[config.mk]
export PLATFORM = sky130hd
export DESIGN_NAME = aes_round_ctrl
export DESIGN_NICKNAME = d
export VERILOG_FILES = /design/src/rtl/aes_round_ctrl.sv
export SDC_FILE = /design/constraint.sdc
export NUM_CORES = 1
export LEC_CHECK = 0
export BUFFER_PORTS_ARGS = -buffer_cell sky130_fd_sc_hd__clkbuf_2
export CORE_AREA = 2 2 412 414
export DETAILED_ROUTE_END_ITERATION = 7
export DIE_AREA = 0 0 414 416
export PLACE_DENSITY_LB_ADDON = 0.2
export SETUP_SLACK_MARGIN = 0.3
export SYNTH_ARGS = -nofsm -noshare
export SYNTH_HDL_FRONTEND = slang
export SYNTH_SLANG_ARGS = --single-unit
[constraint.sdc]
create_clock -name clk -period 1.53 [get_ports clk]
set_input_delay 0.0765 -clock clk [delete_from_list [all_inputs] [get_ports clk]]
set_output_delay 0.0765 -clock clk [all_outputs]
set_load 0.03 [all_outputs]
[src/rtl/aes_round_ctrl.sv]
// Iterative AES-128 encrypt sequencer driving an external combinational round function.
// Latency: 11 cycles from accept to out_valid; one block per 11 cycles when streaming.
// Backpressure: ciphertext held in DONE until out_ready; in_ready tracks out_ready there.
module aes_round_ctrl (
    input  logic         clk,
    input  logic         rst,
    input  logic         in_valid,
    output logic         in_ready,
    input  logic [127:0] in_pt,
    input  logic [127:0] in_key,
    output logic [127:0] rnd_state_in,
    output logic [127:0] rnd_key_in,
    output logic [7:0]   rnd_rcon,
    output logic         rnd_last,
    input  logic [127:0] rnd_state_out,
    input  logic [127:0] rnd_key_out,
    output logic         rk_valid,
    output logic [3:0]   rk_idx,
    output logic [127:0] rk_out,
    output logic         out_valid,
    input  logic         out_ready,
    output logic [127:0] out_ct
);

    typedef enum logic [1:0] {
        S_IDLE  = 2'd0,
        S_ROUND = 2'd1,
        S_DONE  = 2'd2
    } state_t;

    state_t       r_fsm;
    logic [3:0]   r_round;
    logic [7:0]   r_rcon;
    logic [127:0] r_state;
    logic [127:0] r_key;
    logic         r_out_vld;

    logic         w_in_rdy;
    logic         w_accept;
    logic         w_in_round;
    logic [7:0]   w_rcon_nxt;

    assign w_in_round = (r_fsm == S_ROUND);
    assign w_in_rdy   = (r_fsm == S_IDLE) | ((r_fsm == S_DONE) & out_ready);
    assign w_accept   = in_valid & w_in_rdy;
    assign w_rcon_nxt = {r_rcon[6:0], 1'b0} ^ (r_rcon[7] ? 8'h1B : 8'h00);

    always_ff @(posedge clk or negedge rst) begin
        if (!rst) begin
            r_fsm     <= S_IDLE;
            r_round   <= 4'd0;
            r_rcon    <= 8'h01;
            r_state   <= 128'd0;
            r_key     <= 128'd0;
            r_out_vld <= 1'b0;
        end else if (w_accept) begin
            // Accept is only possible in IDLE or in DONE while the ciphertext drains.
            r_fsm     <= S_ROUND;
            r_round   <= 4'd1;
            r_rcon    <= 8'h01;
            r_state   <= in_pt ^ in_key;
            r_key     <= in_key;
            r_out_vld <= 1'b0;
        end else begin
            case (r_fsm)
                S_IDLE: begin
                    r_fsm <= S_IDLE;
                end
                S_ROUND: begin
                    r_state <= rnd_state_out;
                    r_key   <= rnd_key_out;
                    if (r_round == 4'd10) begin
                        r_fsm     <= S_DONE;
                        r_out_vld <= 1'b1;
                    end else begin
                        r_round <= r_round + 4'd1;
                        r_rcon  <= w_rcon_nxt;
                    end
                end
                S_DONE: begin
                    if (out_ready) begin
                        r_fsm     <= S_IDLE;
                        r_out_vld <= 1'b0;
                    end
                end
                default: begin
                    r_fsm     <= S_IDLE;
                    r_out_vld <= 1'b0;
                end
            endcase
        end
    end

    assign in_ready     = w_in_rdy;
    assign rnd_state_in = r_state;
    assign rnd_key_in   = r_key;
    assign rnd_rcon     = r_rcon;
    assign rnd_last     = w_in_round & (r_round == 4'd10);

    // Key-schedule tap: cipher key on accept, freshly expanded key in every round.
    assign rk_valid = w_accept | w_in_round;
    assign rk_idx   = w_in_round ? r_round : 4'd0;
    assign rk_out   = w_in_round ? rnd_key_out : in_key;

    assign out_valid = r_out_vld;
    assign out_ct    = r_state;

endmodule

* Word-level counts from Yosys, hierarchy flattened
Cells that the tools add are included.
** Word-level totals
- Bits of input ports :: 516
- Word-level logic and storage cells :: 47
- Flip-flop bits (word level) :: 271
- Output and inout port bits :: 528
** Operators by class
- Multiplexer cells :: 21
- Add/subtract/negate cells :: 1
- Equality and inequality tests :: 7
- Bitwise operators :: 7
- Reductions and logical operators :: 5
** Operator list (number)
- 128-bit 2-to-1 mux :: 5
- 128-bit bitwise XOR :: 1
- 8-bit 2-to-1 mux :: 3
- 4-bit 2-to-1 mux :: 4
- 8-bit by 5-bit bitwise XOR with 8-bit output :: 1
- 2-bit 2-to-1 mux :: 3
- 5-bit 2-to-1 mux :: 1
- 4-bit by 1-bit adder with 4-bit output, second input constant :: 1
- 4-bit equality test, second input constant :: 1
- 2-bit inequality test, second input constant :: 2
- 2-bit one-hot mux with 2 select lines :: 1
- 2-bit AND reduction :: 2
- 1-bit AND :: 3
- 1-bit 2-to-1 mux :: 3
- 3-bit by 2-bit inequality test with 1-bit output, second input constant :: 1
- 3-bit inequality test, second input constant :: 1
- 1-bit one-hot mux with 3 select lines :: 1
- 3-bit AND reduction :: 1
- 2-bit by 1-bit equality test with 1-bit output, second input constant :: 1
- 2-bit equality test, second input constant :: 1
- 2-bit zero test :: 1
- 1-bit bitwise OR :: 2
- 2-bit nonzero test :: 1

* Longest topological paths before layout
- Word-level depth :: 6
- Depth in mapped cells :: 7
- Gate-level depth less buffers :: 5

* Least setup slack after synthesis
Ideal clock, no wire load.
- Kind :: register to register
- Start point :: reg r_fsm[1]
- End point :: reg r_out_vld (netlist: out_valid)
- Path slack :: 0.008 ns
- Cell stages (with the launch flop) :: 6
- Library setup time :: 0.066 ns
- Buffers on the path :: 2
- Required time :: 1.464 ns
- Arrival :: 1.456 ns
- Clock period less this slack :: 1.522 ns
- Path through :: dfrtp_1 > nand2b_1 > buf_2 > buf_2 > nor2_1 > o21a_1
** On the way
- Longest elaborated chain between the ends :: 6
- Elaborated cells between the ends (all ways) :: 12
- Classes of those cells :: eq/ne (5); mux (2); bitwise (3); reduce/logical (2)
** RTL lines
- start, declared :: line 31 : state_t r_fsm;
- start signal, assigned :: line 50 : r_fsm <= S_IDLE;
- start signal, assigned :: line 58 : r_fsm <= S_ROUND;
- start signal, assigned :: line 67 : r_fsm <= S_IDLE;
- 2-bit equality test :: line 44, 65
- 1-bit AND :: line 44 : assign w_in_rdy = (r_fsm == S_IDLE) | ((r_fsm == S_DONE) & out_ready);
- 1-bit bitwise OR :: line 44
- 1-bit AND :: line 45 : assign w_accept = in_valid & w_in_rdy;
- 3-bit by 2-bit inequality test with 1-bit output (no line), or another cell as far along
- 3-bit AND reduction (no line)
- end signal, assigned :: line 55 : r_out_vld <= 1'b0;
- end signal, assigned :: line 63 : r_out_vld <= 1'b0;
- end signal, assigned :: line 74 : r_out_vld <= 1'b1;
- end, declared :: line 36 : logic r_out_vld;
Parallel ways exist; a longest one is shown, timed or not.
A chain may end at the register's enable or synchronous reset.

* Worst setup path after layout
- Start point :: reg r_fsm[0]
- End point :: out rk_out[29]
** On the way
- Longest elaborated chain between the ends :: 2
** RTL lines
- 2-bit by 1-bit equality test with 1-bit output :: line 43 : assign w_in_round = (r_fsm == S_ROUND);
- 128-bit 2-to-1 mux :: line 103 : assign rk_out = w_in_round ? rnd_key_out : in_key;
- end, declared :: line 19 : output logic [127:0] rk_out,
Every way passes these cells.

==> qor.yml <==
outcome:
  status: "finished with violations"
  violations: "hold timing, setup timing"
sta:
  period_share_pct: 143
  fin_ws_ps: -656
  tightest_slew_ps: 660
  clock_skew_ps: 8.16
  rsz0062_at_grt: "yes"
  finalSetupViolCount: 414
  maxSlewViolCount: 0
  maxClockFrequency_ghz: 0.457
  hold_violations: 1
  fin_crit_ps: 2190
  holdWs_ps: -4.64
  maxSlewHeadroom_pct: 55.7
synthesis:
  synth-edff-count: 0
  yosys.area_share.simple_pct: 21.3
  muxShareOfSynthArea_pct: 5.48
  ys_seq_area_share_pct: 43.1
  synthAdderAreaFrac_pct: 0.159
  avgSynthCellArea_um2: 8.55
  synth-compound-area-share_pct: 11.6
  yosys_warnings: 0
  ys.flop_type: "dfrtp_1"
  synth-xor-area-share_pct: 7.29
  yosys.cell_types.count: 31
  syn_inst: 1842
  synthArstFlopShare_pct: 100
  synth.cell_area_um2: 15700
  syn_nets: 2360
  synth_top_family_by_area: "simple AND/OR/NAND/NOR gates"
  ys_ff_latch: 271
run:
  drv_cap: 0
critical_path:
  startpoint: "r_fsm[0]"
  r2r_start: "r_fsm[1]"
  timing.rr.end: "out_ct[38]"
  reg2reg_depth: 10
  cp_max_fo: 6
  r2r_slack_ps: -590
  cp-end-kind: "output pin"
  critical_path_required_ps: 1450
  cp-endpoint: "rk_out[29]"
  crit_arrival_ps: 2110
  worstSetupPathType: "reg2out"
  worstSetupStartpointType: "register"
global_route:
  gr-total-overflow: 0
  top_usage_layer: "met2"
  gr-usage-met1_pct: 18.0
  grt_pass1_wl_um: 178000
  grtUsageMet3_pct: 3.28
  antenna_found_initial: 33
  grt_usage_pct: 14.6
  grt_max_degree: 47
  grtUsageMet2_pct: 24.8
  grt_pass1_vias: 22100
clock_network:
  clock-sinks: 271
  cts.htree.levels: 2
  clk-insertion-delay-late_ps: 590
  numCtsBuffers: 39
  clkSlewWorstSetupHoldPaths_ps: 60
  cts-root-buf: "clkbuf_16"
  clk_path_buf_depth: 3
  cts_tree: "built"
finish:
  utilization_pct: 22.3
  nNetsFinal: 4101
  drive_gt1_share_pct: 52.4
  layout_commonest_cell: "clkbuf_2"
  area_delta_synth_final_pct: 138
  design_area_um2: 37400
  layout_common_cells: "clkbuf_2 (902), dlygate4sd3_1 (553), nand2_4 (279)"
die:
  start_util_pct: 9.36
  pin_count: 1044
  core_area_um2: 168000
  die_h_um: 416
  die-area_um2: 172000
  die_width_um: 414
  row_count: 151
placement:
  port_buffers: 1043
  dp_hpwl_um: 100000
  dpl_cell_area_um2: 26600
  gp_congestion: 0.906
drt:
  drc_errors: 0
  avgViaCountPerCell: 3.66
  vias: 21400
  dr.first_iter.drc_count: 1193
  firstDrtPassIters: 5
  wl_per_cell_um: 23.2
  drtAntennaViolNets: 0
  wl_um: 136000
hold_path:
  hold_class: "in2reg"
power:
  power.leakage_nw: 17.4
  worst_ir_drop_vdd_mv: 1.36
  powerDensity_nw_per_um2: 2110
power by group:
| part | total (mW) | leakage, nW | internal, mW | switching (mW) |
|---|---|---|---|---|
| registers | 14.8 | 3.20 | 10.8 | 3.95 |
| clock network | 9.60 | 0.615 | 5.57 | 4.02 |
| logic | 54.5 | 13.6 | 21.0 | 33.5 |
stage by stage:
step / power [mW] / hold WS [ps] / setup WS (ps) / instances / TNS, ps
after floorplan: 43.4 / -219 / 141 / 1842 / 0
after global placement: 58.6 / 89.8 / -229 / 5042 / -27680
after detailed placement: 58.4 / 92.9 / -246 / 5042 / -32550
after CTS: 75.0 / 1.06 / -761 / 5734 / -164230
after global routing: 82.4 / 19.3 / -765 / 5834 / -230910
final: 78.9 / -4.64 / -656 / 5838 / -197800
flip-flops by register name, indices dropped and copies added (netlist names):
| name | cells |
|---|---|
| rnd_key_in | 128 |
| rnd_rcon | 8 |
| out_valid | 1 |
| out_ct | 128 |
| r_round | 4 |
| r_fsm | 2 |
synth_stat cells, types with 2 or more instances:
cell type,instances,area [um^2]
a21oi_1,7,35.0
a221o_1,45,450
a31o_2,2,17.5
a31oi_1,128,801
and2_1,3,18.8
and3b_1,2,17.5
buf_2,86,430
buf_4,160,1200
clkbuf_1,29,109
dfrtp_1,270,6760
ha_1,2,25.0
inv_1,4,15.0
mux2i_1,85,851
nand2_1,516,1940
nand2b_1,3,18.8
nand3_1,87,435
nor2_1,2,7.51
nor2b_1,3,18.8
nor3_1,176,881
o21ai_0,58,290
o21ai_1,31,155
o221ai_1,4,35.0
o22ai_1,2,12.5
xnor2_1,48,420
xor2_1,83,727
area by class of cell:
type,instances,area (um^2)
diodes,12,30.0
well taps,2218,2780
fillers,18500,131000
clock buffers,58,1130
inverters,4,17.5
multi-input cells,1292,9960
flip-flops and latches,271,6790
clock inverters,8,126
repair buffers,1975,16600
per-layer routing:
metal / wire length [um] / up-vias / part of all wire (%)
met1: 56600 / 10700 / 42
met4: 4520 / 10 / 3.3
met5: 240 / - / 0.18
met2: 66600 / 786 / 49
met3: 7740 / 145 / 5.7
li1: - / 9729 / -
worst min-delay path by stage:
stage	start	endpoint	slack, ps	cells after the start
2_1_floorplan	rst	out_ct[0]	-220	0
3_3_place_gp	rst	rnd_key_in[76]	90	1
3_5_place_dp	rst	rnd_key_in[76]	90	1
4_1_cts	in_key[15]	rnd_key_in[15]	1	3
5_1_grt	in_key[15]	rnd_key_in[15]	20	3
6_report	in_key[76]	out_ct[76]	-5	4
cell families (layout without fill, tap and decap cells):
group / after synthesis / count (layout)
xor gates and xnor gates: 131 / 131
and+or+nand+nor: 794 / 794
AOI/OAI and AO/OA: 279 / 279
DFF: 271 / 271
adders and majority gates: 2 / 2
other: 0 / 12
muxes: 86 / 86
buffers and inverters: 279 / 2045
worst max-delay path, stage by stage (launching register included):
cell and delay, ps:
dfrtp_2 440, nor2b_4 150, buf_8 140, buf_12 130, buf_16 150, buf_16 150
buf_6 120, nand2_4 60, nand2_4 40, buf_8 130
timing repair:
action / 4_1_cts / 5_1_grt
endpoints found under the setup margin: 799 / 799
hold buffers: 553 / 0
setup buffers: 56 / 80
hold endpoints to repair: 526 / 0
pin swaps: 33 / 45
gates cloned: 17 / 12
gates resized for setup: 262 / 416
Note: power is estimated with default switching activity, not from simulation.
